$ cat config.mk
export PLATFORM = sky130hd
export DESIGN_NAME = swap_sequencer
export DESIGN_NICKNAME = d
export VERILOG_FILES = /design/src/rtl/swap_sequencer.sv
export SDC_FILE = /design/constraint.sdc
export NUM_CORES = 1
export LEC_CHECK = 0
export ABC_AREA = 0
export CORE_ASPECT_RATIO = 1.25
export CORE_UTILIZATION = 40
export DETAILED_ROUTE_END_ITERATION = 16
export GPL_TIMING_DRIVEN = 0
export PLACE_DENSITY = 0.7
export SLEW_MARGIN = 20
export SYNTH_ARGS = -nofsm -noshare
export SYNTH_HDL_FRONTEND = slang
export SYNTH_SLANG_ARGS = --single-unit
$ cat constraint.sdc
create_clock -name clk -period 2.7 [get_ports clk]
set_clock_uncertainty 0.2 [all_clocks]
set_input_delay 0.54 -clock clk [delete_from_list [all_inputs] [get_ports clk]]
set_output_delay 0.54 -clock clk [all_outputs]
set_load 0.03 [all_outputs]
$ cat src/rtl/swap_sequencer.sv
// swap_sequencer: ID-stage sequencer that splits a SWP instruction into two
// micro-ops (FIRST then SECOND), freezing IF/ID for the FIRST cycle only,
// honouring hazard stalls and branch flushes, and counting completed swaps.
module swap_sequencer #(
    parameter logic [5:0] SWP_OPCODE = 6'b111111,
    parameter logic [3:0] CMD_FIRST  = 4'b1100,
    parameter logic [3:0] CMD_SECOND = 4'b1101,
    parameter int         CNT_W      = 16
) (
    input  logic             clk,
    input  logic             rst,
    input  logic [5:0]       opcode,
    input  logic             id_valid,
    input  logic             hazard_stall,
    input  logic             flush,
    output logic             freeze,
    output logic [1:0]       swp_sel,
    output logic [3:0]       uop_cmd,
    output logic             uop_valid,
    output logic             uop_wb_en,
    output logic             busy,
    output logic [CNT_W-1:0] swp_count
);

    typedef enum logic [1:0] {
        S_IDLE       = 2'd0,
        S_SECOND     = 2'd1,
        S_HOLD_FIRST = 2'd2
    } state_t;

    state_t           r_state;
    state_t           w_next;
    logic [CNT_W-1:0] r_count;
    logic             w_trig;
    logic             w_issue_first;
    logic             w_issue_second;

    // A flushed instruction in ID is never a SWP candidate.
    assign w_trig = id_valid & (opcode == SWP_OPCODE) & ~flush;

    // FIRST issues either straight from IDLE or once a held SWP is released.
    assign w_issue_first  = ((r_state == S_IDLE) & w_trig & ~hazard_stall) |
                            ((r_state == S_HOLD_FIRST) & ~flush & ~hazard_stall);
    assign w_issue_second = (r_state == S_SECOND) & ~flush & ~hazard_stall;

    // State register.
    always_ff @(posedge clk or posedge rst) begin
        if (rst) begin
            r_state <= S_IDLE;
        end else begin
            r_state <= w_next;
        end
    end

    // Next-state logic; flush takes priority over hazard_stall everywhere.
    always_comb begin
        w_next = r_state;
        case (r_state)
            S_IDLE: begin
                if (w_trig) begin
                    w_next = hazard_stall ? S_HOLD_FIRST : S_SECOND;
                end
            end
            S_HOLD_FIRST: begin
                if (flush) begin
                    w_next = S_IDLE;
                end else if (!hazard_stall) begin
                    w_next = S_SECOND;
                end
            end
            S_SECOND: begin
                if (flush || !hazard_stall) begin
                    w_next = S_IDLE;
                end
            end
            default: w_next = S_IDLE;
        endcase
    end

    // Mealy outputs; everything is held at zero while reset is asserted.
    always_comb begin
        freeze    = 1'b0;
        swp_sel   = 2'b00;
        uop_cmd   = 4'b0000;
        uop_valid = 1'b0;
        uop_wb_en = 1'b0;
        busy      = 1'b0;
        swp_count = '0;
        if (!rst) begin
            busy      = (r_state != S_IDLE);
            swp_count = r_count;
            if (w_issue_first) begin
                freeze    = 1'b1;
                swp_sel   = 2'b01;
                uop_cmd   = CMD_FIRST;
                uop_valid = 1'b1;
                uop_wb_en = 1'b1;
            end else if (w_issue_second) begin
                swp_sel   = 2'b10;
                uop_cmd   = CMD_SECOND;
                uop_valid = 1'b1;
                uop_wb_en = 1'b1;
            end
        end
    end

    // Completed-swap counter: bumps when SECOND issues, wraps silently.
    always_ff @(posedge clk or posedge rst) begin
        if (rst) begin
            r_count <= '0;
        end else if (w_issue_second) begin
            r_count <= r_count + CNT_W'(1);
        end
    end

endmodule

==> impl_metrics.tcl, run 1 <==
set metrics [dict create \
    clk_pin_slew_worst_paths_ns 0.10 \
    grt_pass1_vias 806 \
    route.detailed.drc 0 \
    drtPass1Iterations 4 \
    leakagePower_nw 0.763 \
    place.gp.congestion 0.774 \
    cts_hold_buffers 0 \
    coreArea_mm2 0.00243 \
    critical_path_arrival_ns 1.88 \
    p_per_area_mw_per_mm2 332 \
    max_freq_ghz 0.382 \
    synth.distinct_cells 28 \
    rows 20 \
    clock_tree.buffer_depth 2 \
    crit_required_ns 1.96 \
    vias_per_cell 4.90 \
    num_antenna_cells 0 \
    finalCritPeriodShare_pct 97.0 \
    synth_area_leader_cell "dfrtp_1" \
    critPathMaxFanout 4 \
    h-tree-depth 1 \
    hold_viol 0 \
    synth-simple-area-share_pct 31.3 \
    rsz0062_at_grt "false" \
    synthCells 101 \
    tightest_slew_ns 0.658 \
    wl_met2_mm 1.14 \
    path_buf_inv 4 \
    endpoint_kind "output pin" \
    slowest_stage "clkdlybuf4s50_1" \
    final_nets 154 \
    clkLatencyLatePin_ns 0.29 \
    crit_family "buffers and inverters" \
    routed.top_layer "met4" \
    vias 852 \
    synth_top_area_share_pct 44.2 \
    min_path_type "flip-flop to flip-flop" \
    die_h_um 58.4 \
    crit_path_start_kind "input pin" \
    ys.warnings.count 0 \
    track_usage_pct 17.3 \
    synth_fa_ha_area_share_pct 1.23 \
    cts_sinks 18 \
    crit_chain "clkdlybuf4s50_1, a2111oi_2, o31a_2, buf_4, buf_4, buf_4" \
    ys_seq_elements 18 \
    avgSynthCellArea_um2 10.1 \
    wire_per_inst_um 12.3 \
    status "completed" \
    grt_max_degree 19 \
    cts_tree "yes" \
    grt-ovfl-total 0 \
    layout_common_cells "dlygate4sd2_1 (17), dfrtp_1 (17), nor2b_1 (16)" \
    grt_pass1_wl_mm 3.47 \
    setup_viol 0 \
    critical_path_class "input pin to output pin" \
    root_buffer "clkbuf_4" \
    initial_core_util_pct 42.0 \
    vdd_ir_drop_max_uv 165 \
    wirelength_mm 2.14 \
    power_mw 0.472 \
    dp_hpwl_mm 1.65 \
    met1_length_um 890 \
    synth-compound-area-share_pct 3.32 \
    antenna_left 0 \
    io_buffer_count 35 \
    fp.dieArea_mm2 0.00275 \
    synthXorXnorAreaFrac_pct 12.9 \
    drv_cap 0 \
    synth_area_mm2 0.00102 \
    cts_inserted_buffers 3 \
    cp_common_cell "buf_4" \
    yosysSeqAreaShare_pct 44.2 \
    synthMuxAreaShare_pct 0 \
    slew_viol_final 0 \
    grt_antenna_before_repair 0 \
    critical_path.max_stage_delay_ns 0.46 \
    wl_met3_um 71 \
    area_growth_pct 39.7 \
    slew_headroom_pct 56.1 \
    ios 37 \
    drtIter0Drc 9 \
    final_layout_size_suffix_gt1_share_pct 23.4 \
    die_w_um 47.1 \
    synth_nets 113 \
    final_util_pct 58.6 \
    period_needed_ns 2.62 \
    synth_top_family_by_area "simple AND/OR/NAND/NOR gates" \
    synthTopCellsByArea "dfrtp_1 (44%), nor2b_1 (9.8%), xnor2_1 (8.6%)" \
]
[through the flow]
stage | setup TNS [ns] | hold WS (ns) | setup slack [ns] | cells | instance area [um^2]
after floorplan | 0 | 0.238 | 0.0478 | 101 | 1020
after global placement | -7.18 | 0.253 | -0.698 | 169 | 1420
after detailed placement | -7.77 | 0.262 | -0.713 | 169 | 1420
after CTS | 0 | 0.277 | 0.00599 | 173 | 1430
after global routing | 0 | 0.290 | 0.00425 | 174 | 1420
final | 0 | 0.277 | 0.0808 | 174 | 1420
[cell usage after synthesis]
library cell,count
a2111oi_0,1
and2_1,1
and3_1,3
and4_1,1
buf_4,6
buf_6,1
clkbuf_1,2
conb_1,1
dfrtp_1,18
ha_1,1
inv_1,1
nand2_1,9
nand3_1,5
nand4_1,4
nor2_1,5
nor2b_1,16
nor3_1,1
nor3_4,2
nor3b_1,1
nor4_1,1
nor4b_1,1
o21bai_1,1
o31a_2,1
o31ai_1,1
or4b_1,1
or4bb_2,1
xnor2_1,10
xor2_1,5
[power by group]
| part | total [mW] | switching, mW | leakage (nW) | internal (mW) |
|---|---|---|---|---|
| combinational | 0.0365 | 0.0199 | 0.492 | 0.0166 |
| sequential | 0.271 | 0.00109 | 0.250 | 0.270 |
| clock | 0.164 | 0.0821 | 0.0210 | 0.0821 |
| total | 0.472 | 0.103 | 0.763 | 0.369 |
[layer usage]
layer | track usage, % | vias to the layer above
li1 | - | 416
met1 | 21.9 | 401
met2 | 29.6 | 31
met3 | 1.23 | 4
met4 | 7.35 | 0
met5 | 0 | -
[area by class of cell]
type / count / area [um^2]
tap: 33 / 41.3
fill: 232 / 1000
inverter: 1 / 3.75
buffer: 9 / 66.3
clock buffer: 4 / 36.3
timing repair buffer: 36 / 304
sequential: 18 / 452
multi-input combinational: 73 / 519
[final timing paths]
check	from	endpoint	slack, ns	depth (start not counted)
min in group asynchronous	rst	r_count[13]	0.78	3
worst max-delay path	rst	uop_cmd[3]	0.08	6
worst max register to register	r_state[1]	r_count[10]	0.56	5
worst min register to register	r_count[15]	r_count[15]	0.28	1
worst min-delay path	r_count[15]	r_count[15]	0.28	1
max in group asynchronous	rst	r_state[1]	1.07	3
[registers in the layout, summed over array words and instances, names as in the netlist]
signal,flops
r_count,16
r_state,2
[kinds of logic after synthesis]
| family | Yosys count |
|---|---|
| buf+inv | 10 |
| fa+ha+maj | 1 |
| other cells | 1 |
| flops | 18 |
| simple gates | 52 |
| xor+xnor | 15 |
| compound gates | 4 |
[what timing repair did]
action | 4_1_cts | 5_1_grt
pin swaps | 0 | 2
endpoints found under the setup margin | 25 | 6
buffers inserted | 0 | 1
gates resized for setup | 56 | 16
Power figures use the tool's default switching activity.
==> run 2, diff against run 1 <==
- CORE_MARGIN: default -> 2
==> impl_metrics.tcl, run 2 (synthesized netlist as in run 1, its figures left out) <==
set metrics [dict create \
    largestRegisters "r_count (16), r_state (2)" \
    drv_cap 0 \
    clkLatencyLatePin_ns 0.29 \
    crit_path_start_kind "input pin" \
    crit_required_ns 1.96 \
    critPathMaxFanout 4 \
    max_freq_ghz 0.382 \
    vias 861 \
    die_w_um 49.1 \
    critical_path_class "input pin to output pin" \
    pwr-share-comb_pct 7.9 \
    slew_viol_final 0 \
    cts_inserted_buffers 3 \
    slew_headroom_pct 56.1 \
    io_buffer_count 35 \
    cts_tree "yes" \
    grt_max_degree 19 \
    p_int_mw 0.368 \
    cts_sinks 18 \
    grt_pass1_wl_mm 3.59 \
    rows 20 \
    vdd_ir_drop_max_uv 326 \
    endpoint_kind "output pin" \
    coreArea_mm2 0.00243 \
    drtIter0Drc 11 \
    layout_common_cells "dlygate4sd2_1 (17), dfrtp_1 (17), nor2b_1 (16)" \
    track_usage_pct 15.7 \
    wire_per_inst_um 12.4 \
    pre_cts_ws_ns -0.720 \
    die_h_um 60.4 \
    crit_chain "clkdlybuf4s50_1, a2111oi_4, o31a_2, buf_4, buf_4, buf_4" \
    switching_share_pct 22.4 \
    grt_antenna_before_repair 0 \
    switchingPower_mw 0.106 \
    fin_ws_ns 0.0843 \
    antenna_left 0 \
    initial_core_util_pct 42.0 \
    place_area_mm2 0.00142 \
    period_needed_ns 2.62 \
    hold_viol 0 \
    area_growth_pct 44.8 \
    clock_tree.buffer_depth 2 \
    final_area_mm2 0.00148 \
    slowest_stage "clkdlybuf4s50_1" \
    finalCritPeriodShare_pct 96.9 \
    dp_hpwl_mm 1.58 \
    ios 37 \
    grt-ovfl-total 0 \
    grt_pass1_vias 830 \
    regMostFlops "r_count" \
    p_per_area_mw_per_mm2 322 \
    route.detailed.drc 0 \
    fp.dieArea_mm2 0.00297 \
    min_path_type "flip-flop to flip-flop" \
    final_nets 156 \
    largest_reg_flops 16 \
    drtPass1Iterations 4 \
    fin_tns_setup_ns 0 \
    root_buffer "clkbuf_4" \
    tightest_slew_ns 0.657 \
    cts_hold_buffers 0 \
    cp_common_cell "buf_4" \
    pwr-share-clk_pct 34.8 \
    num_antenna_cells 0 \
    setup_viol 0 \
    leakagePower_nw 0.838 \
    critical_path.max_stage_delay_ns 0.47 \
    vias_per_cell 4.89 \
    status "completed" \
    h-tree-depth 1 \
    place.gp.congestion 0.769 \
    whs_ns 0.270 \
    power_mw 0.474 \
    p_seq_share_pct 57.2 \
    clk_pin_slew_worst_paths_ns 0.10 \
    critical_path_arrival_ns 1.88 \
    final_layout_size_suffix_gt1_share_pct 25.2 \
    wirelength_mm 2.19 \
    rsz0062_at_grt "true" \
]
run 2: metrics by stage:
stage	cells	util [%]
2_1_floorplan	101	-
3_3_place_gp	169	58.4
3_5_place_dp	169	58.4
4_1_cts	173	58.8
5_1_grt	176	60.8
6_report	176	60.8
run 2: power by group through the flow:
stage | Sequential (mW) | Combinational [mW] | Clock, mW
6_report | 0.272 | 0.0376 | 0.165
5_1_grt | 0.272 | 0.0421 | 0.179
4_1_cts | 0.271 | 0.0376 | 0.169
3_5_place_dp | 0.277 | 0.0378 | 0
3_3_place_gp | 0.277 | 0.0368 | 0
2_1_floorplan | 0.276 | 0.0155 | 0
run 2: routing by layer:
metal | vias up | global-route usage (%) | wire [um] | part of all wire [%]
met2 | 31 | 28.2 | 1080 | 49
met1 | 405 | 18.4 | 957 | 44
met5 | - | 0 | 0 | 0
met4 | 0 | 8.98 | 70 | 3.2
met3 | 6 | 1.97 | 81 | 3.7
li1 | 419 | - | - | -
run 2: path summary, 6_finish.rpt:
check                            start           to  slack (ns)  depth (start not counted)
setup / recovery                   rst   uop_cmd[3]        0.08                          6
hold / removal             r_count[15]  r_count[15]        0.27                          1
min in group asynchronous          rst   r_count[7]        0.80                          3
max in group asynchronous          rst   r_state[1]        1.04                          3
setup reg to reg            r_state[1]  r_count[15]        0.63                          5
hold reg to reg            r_count[15]  r_count[15]        0.27                          1
run 2: layout make-up:
type                    count  area, um^2
clock buffers               4        36.3
inverters                   1        3.75
multi-input cells          73         537
plain buffers               9        66.3
flip-flops and latches     18         452
well taps                  33        41.3
repair buffers             38         339
fillers                   230         952
run 2: repair_timing:
action	CTS	global route
endpoints found under the setup margin	25	6
gates resized for setup	56	25
pin swaps	0	5
endpoints found under the hold margin	0	0
buffers inserted	0	3
run 2: worst max-delay path, delay by kind of cell:
kind | cells | cell delay, ns
buffers and inverters | 4 | 0.80
AOI/OAI and AO/OA | 2 | 0.52
==> run 3, diff against run 2 <==
- REMOVE_ABC_BUFFERS: default -> 1
==> impl_metrics.tcl, run 3 (synthesized netlist as in run 1, its figures left out) <==
set metrics [dict create \
    num_antenna_cells 0 \
    drv_cap 0 \
    grt_pass1_wl_mm 3.25 \
    rows 20 \
    area_growth_pct 35.7 \
    ios 37 \
    cts_inserted_buffers 3 \
    path_buf_inv 2 \
    die_w_um 49.1 \
    crit_path_start_kind "input pin" \
    p_per_area_mw_per_mm2 342 \
    io_buffer_count 35 \
    power_mw 0.473 \
    clkLatencyLatePin_ns 0.29 \
    vdd_ir_drop_max_uv 213 \
    leakagePower_nw 0.654 \
    drtIter0Drc 9 \
    min_path_type "flip-flop to flip-flop" \
    critical_path.max_stage_delay_ns 0.45 \
    dp_hpwl_mm 1.42 \
    tightest_slew_ns 0.666 \
    dp.cells 160 \
    fin_tns_setup_ns 0 \
    endpoint_kind "output pin" \
    grt_max_degree 22 \
    whs_ns 0.277 \
    r2r_end "r_count[15]" \
    track_usage_pct 14.4 \
    fin_cells 165 \
    cts_sinks 18 \
    place.gp.congestion 0.713 \
    grt-ovfl-total 0 \
    cts_tree "yes" \
    final_common_cell "clkdlybuf4s50_1" \
    critical_path_class "input pin to output pin" \
    h-tree-depth 1 \
    root_buffer "clkbuf_4" \
    reg2reg_slack_ns 0.55 \
    crit_family "buffers and inverters" \
    wire_per_inst_um 11.7 \
    fp.dieArea_mm2 0.00297 \
    status "completed" \
    crit_required_ns 1.96 \
    final_nets 145 \
    slew_headroom_pct 55.6 \
    slew_viol_final 0 \
    period_needed_ns 2.56 \
    slowest_stage "clkdlybuf4s50_1" \
    r2r_start "r_state[1]" \
    vias 802 \
    largest_reg_flops 16 \
    setup_viol 0 \
    pre_cts_ws_ns -0.823 \
    hold_viol 0 \
    drtPass1Iterations 3 \
    regMostFlops "r_count" \
    worstRegToRegCells 5 \
    fin_ws_ns 0.139 \
    finalCritPeriodShare_pct 94.8 \
    crit_chain "clkdlybuf4s50_1, nand4_1, nor2_1, o21bai_1, nor4_2, buf_4" \
    layout_common_cells "clkdlybuf4s50_1 (24), dfrtp_1 (18), nor2b_1 (16)" \
    grt_pass1_vias 727 \
    clock_tree.buffer_depth 2 \
    holdPathStages 1 \
    wirelength_mm 1.92 \
    final_layout_size_suffix_gt1_share_pct 15.9 \
    largestRegisters "r_count (16), r_state (2)" \
    rsz0062_at_grt "false" \
    die_h_um 60.4 \
    max_freq_ghz 0.391 \
    min_to "r_count[15]" \
    route.detailed.drc 0 \
    critPathMaxFanout 3 \
    grt_antenna_before_repair 0 \
    antenna_left 0 \
    clk_pin_slew_worst_paths_ns 0.10 \
    initial_core_util_pct 42.0 \
    worstHoldStart "r_count[15]" \
    critical_path_arrival_ns 1.82 \
    vias_per_cell 4.86 \
    coreArea_mm2 0.00243 \
]
[run 3: layout make-up]
cell class | instances | area [um^2]
timing repair buffer | 36 | 334
multi-input combinational | 73 | 517
tap | 33 | 41.3
sequential | 18 | 450
clock buffer | 4 | 36.3
fill | 228 | 1040
inverter | 1 | 3.75
[run 3: report_power, final]
| group | internal [mW] | switching [mW] | leakage, nW | total [mW] |
|---|---|---|---|---|
| sequential | 0.270 | 0.00113 | 0.251 | 0.271 |
| clock | 0.0821 | 0.0848 | 0.0210 | 0.167 |
| combinational | 0.0157 | 0.0186 | 0.381 | 0.0343 |
| total | 0.368 | 0.105 | 0.654 | 0.473 |
[run 3: timing repair]
action                     CTS  global route
resized for setup           46             7
pin swaps                    1             0
setup endpoints to repair   25             5
hold buffers                 0             0
buffers inserted             1             0
[run 3: how the worst max path moves through the flow]
stage | start | end | slack [ns] | cells after the start
finish | id_valid | freeze | 0.14 | 6
global route | id_valid | freeze | 0.003 | 6
CTS | hazard_stall | uop_valid | -0.0009 | 4
detailed placement | rst | uop_wb_en | -0.82 | 4
global placement | rst | uop_cmd[3] | -0.78 | 4
floorplan | id_valid | freeze | -0.62 | 4
[run 3: metal layers]
metal  global-route usage (%)  share of wire [%]  wire length, um  vias up
met4                     9.80                2.9               55        0
met2                     24.9                 46              892       32
met5                        0                  0                0        -
met3                     1.23                5.4              104        4
met1                     17.5                 45              870      371
li1                         -                  -                -      395
[run 3: through the flow]
stage / area [um^2] / utilization [%]
5_1_grt: 1380 / 57.0
4_1_cts: 1360 / 56.1
3_3_place_gp: 1350 / 55.5
2_1_floorplan: 955 / -
6_report: 1380 / 57.0
3_5_place_dp: 1350 / 55.5
[run 3: worst reg2reg max path, cell delays in order (launching register included)]
cell     delay [ns]
dfrtp_1        0.48
or4b_4         0.57
buf_4          0.19
nor3_4         0.31
nand4_1        0.15
xnor2_1        0.14
